File: config.mk
export PLATFORM = sky130hd
export DESIGN_NAME = clk_enable_scheduler
export DESIGN_NICKNAME = d
export VERILOG_FILES = /design/src/rtl/clk_enable_scheduler.sv
export SDC_FILE = /design/constraint.sdc
export NUM_CORES = 1
export LEC_CHECK = 0
export CELL_PAD_IN_SITES_DETAIL_PLACEMENT = 2
export CELL_PAD_IN_SITES_GLOBAL_PLACEMENT = 2
export CORE_ASPECT_RATIO = 0.7
export CORE_UTILIZATION = 29
export CTS_BUF_LIST = sky130_fd_sc_hd__clkbuf_16
export CTS_CLUSTER_SIZE = 14
export DETAILED_ROUTE_END_ITERATION = 10
export PLACE_DENSITY_LB_ADDON = 0.2
export SYNTH_ARGS = -nofsm -noshare
export SYNTH_HDL_FRONTEND = slang
export SYNTH_SLANG_ARGS = --single-unit
File: constraint.sdc
create_clock -name SYS_clk -period 3.9 [get_ports SYS_clk]
set_input_delay 0.585 -clock SYS_clk [delete_from_list [all_inputs] [get_ports SYS_clk]]
set_output_delay 0.585 -clock SYS_clk [all_outputs]
set_load 0.01 [all_outputs]
File: src/rtl/clk_enable_scheduler.sv
// clk_enable_scheduler: run/step/halt sequencer issuing one-cycle clock-enable ticks on SYS_clk
module clk_enable_scheduler #(
    parameter int CNT_W       = 28,
    parameter int DEFAULT_DIV = 125_000_000,
    parameter int CYC_W       = 32
) (
    input  logic             SYS_clk,
    input  logic             SYS_reset,
    input  logic             run_req,
    input  logic             step_req,
    input  logic             resume,
    input  logic             halt_req,
    input  logic             div_wr,
    input  logic [CNT_W-1:0] div_in,
    output logic             tick,
    output logic [1:0]       state,
    output logic             busy,
    output logic [CYC_W-1:0] cycle_count
);
    typedef enum logic [1:0] {IDLE = 2'b00, RUN = 2'b01, STEP = 2'b10, HALTED = 2'b11} state_t;

    state_t           st, st_n;
    logic [CNT_W-1:0] cnt, cnt_n, div_reg, div_n;
    logic             tick_n, step_prev, step_rise, term;

    assign step_rise = step_req & ~step_prev;
    assign term      = (st == RUN || st == STEP) && cnt == div_reg - 1'b1;
    assign state     = st;
    assign busy      = st == RUN || st == STEP;

    // Next state, divisor counter and tick; a dropped run request suppresses a coincident terminal tick
    always_comb begin
        st_n   = st;
        cnt_n  = '0;
        tick_n = 1'b0;
        div_n  = div_reg;
        case (st)
            IDLE: begin
                if (div_wr) div_n = div_in == '0 ? CNT_W'(1) : div_in;
                st_n = run_req ? RUN : step_rise ? STEP : IDLE;
            end
            RUN: begin
                cnt_n  = term ? '0 : cnt + 1'b1;
                tick_n = term;
                if (halt_req) st_n = HALTED;
                else if (!run_req) begin
                    st_n   = IDLE;
                    cnt_n  = '0;
                    tick_n = 1'b0;
                end
            end
            STEP: begin
                cnt_n  = term ? '0 : cnt + 1'b1;
                tick_n = term;
                st_n   = halt_req ? HALTED : term ? IDLE : STEP;
            end
            default: st_n = resume ? IDLE : HALTED;
        endcase
    end

    // State register with synchronous active-low reset; cycle_count follows the issued tick
    always_ff @(posedge SYS_clk) begin
        if (!SYS_reset) begin
            st          <= IDLE;
            cnt         <= '0;
            div_reg     <= CNT_W'(DEFAULT_DIV);
            tick        <= 1'b0;
            cycle_count <= '0;
            step_prev   <= 1'b0;
        end else begin
            st          <= st_n;
            cnt         <= cnt_n;
            div_reg     <= div_n;
            tick        <= tick_n;
            cycle_count <= cycle_count + CYC_W'(tick_n);
            step_prev   <= step_req;
        end
    end
endmodule

==> results.cfg <==
[timing]
finClkSkew_ns = 0.00586
fin_crit_ns = 3.73
setup_violations = 0
timing.final.crit_share = 0.956
relSlewSlack = 0.252
whs_ns = 0.492
worstMarginPinSlew_ns = 1.12
fmax_mhz = 268
finalMaxSlewViolations = 0
hold_violations = 0

[layout]
nets = 749
fin_util = 0.399
diodes = 0
largest_register_ffs = 32
final_cells = 935
area_growth_pct = 32.7
nFillCells = 1878
multi_input_area_mm2 = 0.00312
seqCellArea_mm2 = 0.00185
drive_above_1_share = 0.149

[floorplanning]
initial_utilization = 0.300
coreArea_mm2 = 0.0165
die_height_um = 111
die_width_um = 158
die_area_mm2 = 0.0176
std_cell_rows = 39
io_pins = 71

[clocking]
cts_sinks = 92
cts_root_buf = clkbuf_16
clkLatencyLatePin_ns = 0.35
cts.clk_slew.worst_paths_ns = 0.07
clock_path_buffers = 2
cts_tree = done
htreeDepth = 3
cts_inserted_buffers = 9

[synth]
synthMuxAreaShare = 0.0144
avgSynthCellArea_um2 = 8.14
synth_top_family_by_area = simple AND/OR/NAND/NOR gates
synth_edf_count = 0
synth_top_area_cell = dfxtp_1
postSynth.asyncResetShare = 0
synth-xor-area-share = 0.155
synthCells = 609
ys_seq_area_frac = 0.372
ys_top_cells_by_count = nand2_1, dfxtp_1, nor2_1
synth-seq-cells = 92
syn_nets = 652
synth.distinct_cells = 60
yosysMostFrequentCell = nand2_1
syn_area_mm2 = 0.00496
synth_area_leaders = dfxtp_1, xor2_1, nand2_1
synth_fa_ha_area_frac = 0.0202
synth_compound_area_frac = 0.0889
synth_top_area_frac = 0.372
synthFlopType = dfxtp_1
yosys_warnings = 0
synthSimpleGateAreaFrac = 0.318

[power_and_ir_drop]
pwr_density_cell_mw_per_mm2 = 395
p_leak_nw = 2.38
peakVddDrop_v = 0.000210

[global_routing]
grt_antenna_before_repair = 0
grt_pass1_wl_um = 28000
grt_usage = 0.209
grt_start_max_net_pins = 47
grt-ovfl-total = 0
grt_pass1_vias = 5068

[outcome]
outcome = finished clean

[drt]
highest_layer = met4
drt_wl_total_um = 17900
dr_wl_met2_um = 8350
routedWlPerCell_um = 19.1
ant_nets = 0
drt_pass1_iterations = 6
wl_met1_um = 8920
wl_met3_um = 494
remaining_drc_errors = 0
drt-initial-drc-count = 189
avgViaCountPerCell = 5.05
num_vias = 4722

[worst_setup_path]
path_class = reg -> reg
startpoint_type = flop
path_max_fanout = 6
reg2reg_depth = 14
worstSetupEndpointType = flop
cp.required_ns = 4.19
arrival_ns = 4.02

[placed_design]
dp.cells = 912
place.gp.congestion = 0.841
port-buffer-count = 70
dp_hpwl_um = 13700

[flow_run]
max_cap_viol_count = 0

[worst_hold_path]
holdPathStages = 1
worstHoldPathType = reg -> reg
[cell usage in the layout (no fill, tap or decap), types with 4 or more instances in the layout]
| master | n |
|---|---|
| a21oi_1 | 24 |
| and2_1 | 7 |
| and3_1 | 15 |
| and4_1 | 6 |
| buf_4 | 41 |
| clkbuf_16 | 9 |
| clkdlybuf4s50_1 | 70 |
| dfxtp_1 | 85 |
| dfxtp_2 | 7 |
| ha_1 | 7 |
| inv_1 | 10 |
| mux2i_1 | 6 |
| nand2_1 | 94 |
| nand3_1 | 34 |
| nand4_1 | 16 |
| nor2_1 | 69 |
| nor2_2 | 11 |
| nor2b_1 | 4 |
| nor3_1 | 11 |
| nor4_1 | 10 |
| nor4_2 | 7 |
| o211ai_1 | 4 |
| o21ai_0 | 9 |
| o21ai_1 | 5 |
| or3_1 | 4 |
| xnor2_1 | 33 |
| xor2_1 | 51 |
[per-stage QoR]
| step | power (W) | setup slack [ns] | setup TNS (ns) | cell area (um2) |
|---|---|---|---|---|
| 3_5_place_dp | 0.00174 | -0.128 | -0.554 | 6070 |
| 2_1_floorplan | 0.00147 | 0.116 | 0 | 4960 |
| 6_report | 0.00260 | 0.171 | 0 | 6580 |
| 3_3_place_gp | 0.00171 | 0.103 | 0 | 6070 |
| 4_1_cts | 0.00259 | 0.0210 | 0 | 6400 |
| 5_1_grt | 0.00273 | -0.0713 | -0.174 | 6580 |
[critical path, cell delays in order (launching register included)]
cell and delay (ns):
dfxtp_2 0.37, or4_4 0.58, nor3_4 0.23, nand3_1 0.13
or4b_4 0.51, o311ai_2 0.13, nand4b_1 0.20, nor2_2 0.18
ha_2 0.22, nand3_2 0.11, nor4_4 0.28, nand2_2 0.12
buf_4 0.16, or3_1 0.30, a21oi_1 0.13
[final timing paths]
path                                          startpoint                         end  slack [ns]
worst max register to register  div_reg[13]$_SDFFE_PN0P_  cycle_count[25]$_SDFF_PN0_        0.17
worst max-delay path            div_reg[13]$_SDFFE_PN0P_  cycle_count[25]$_SDFF_PN0_        0.17
worst min-delay path                   cnt[0]$_SDFF_PN0_           cnt[0]$_SDFF_PN0_        0.49
worst min register to register         cnt[0]$_SDFF_PN0_           cnt[0]$_SDFF_PN0_        0.49
[cell families after synthesis]
kind of cell             after synthesis
AO/OA/AOI/OAI                         68
XOR/XNOR                              86
adder cells (fa/ha/maj)                8
buffers and inverters                 35
flip-flops                            92
multiplexers                           7
AND/OR/NAND/NOR                      313
[metal layers]
layer / vias to the layer above / global-route usage
li1: 2291 / -
met1: 2363 / 0.290
met2: 58 / 0.332
met3: 10 / 0.0459
met4: 0 / 0.0391
met5: - / 0
[power breakdown]
group	internal, W	switching, W	total (W)
clock network	0.000424	0.000391	0.000815
registers	0.00100	0.0000753	0.00108
logic	0.000299	0.000408	0.000708
total	0.00172	0.000875	0.00260
[cell type report]
| class | count | share of cell area |
|---|---|---|
| sequential | 92 | 0.281 |
| timing repair buffer | 112 | 0.156 |
| tap | 225 | 0.0428 |
| clock inverter | 6 | 0.00514 |
| multi-input combinational | 482 | 0.475 |
| clock buffer | 9 | 0.0343 |
| inverter | 9 | 0.00514 |
[what timing repair did]
action                                 in CTS  in global routing
endpoints found under the hold margin       0                  0
gates cloned                                0                  0
setup endpoints to repair                  11                 11
gates resized for setup                    13                 31
pin swaps                                   4                 13
hold buffers                                0                  0
setup buffers                               3                  5
(Power assumes the default switching activity.)
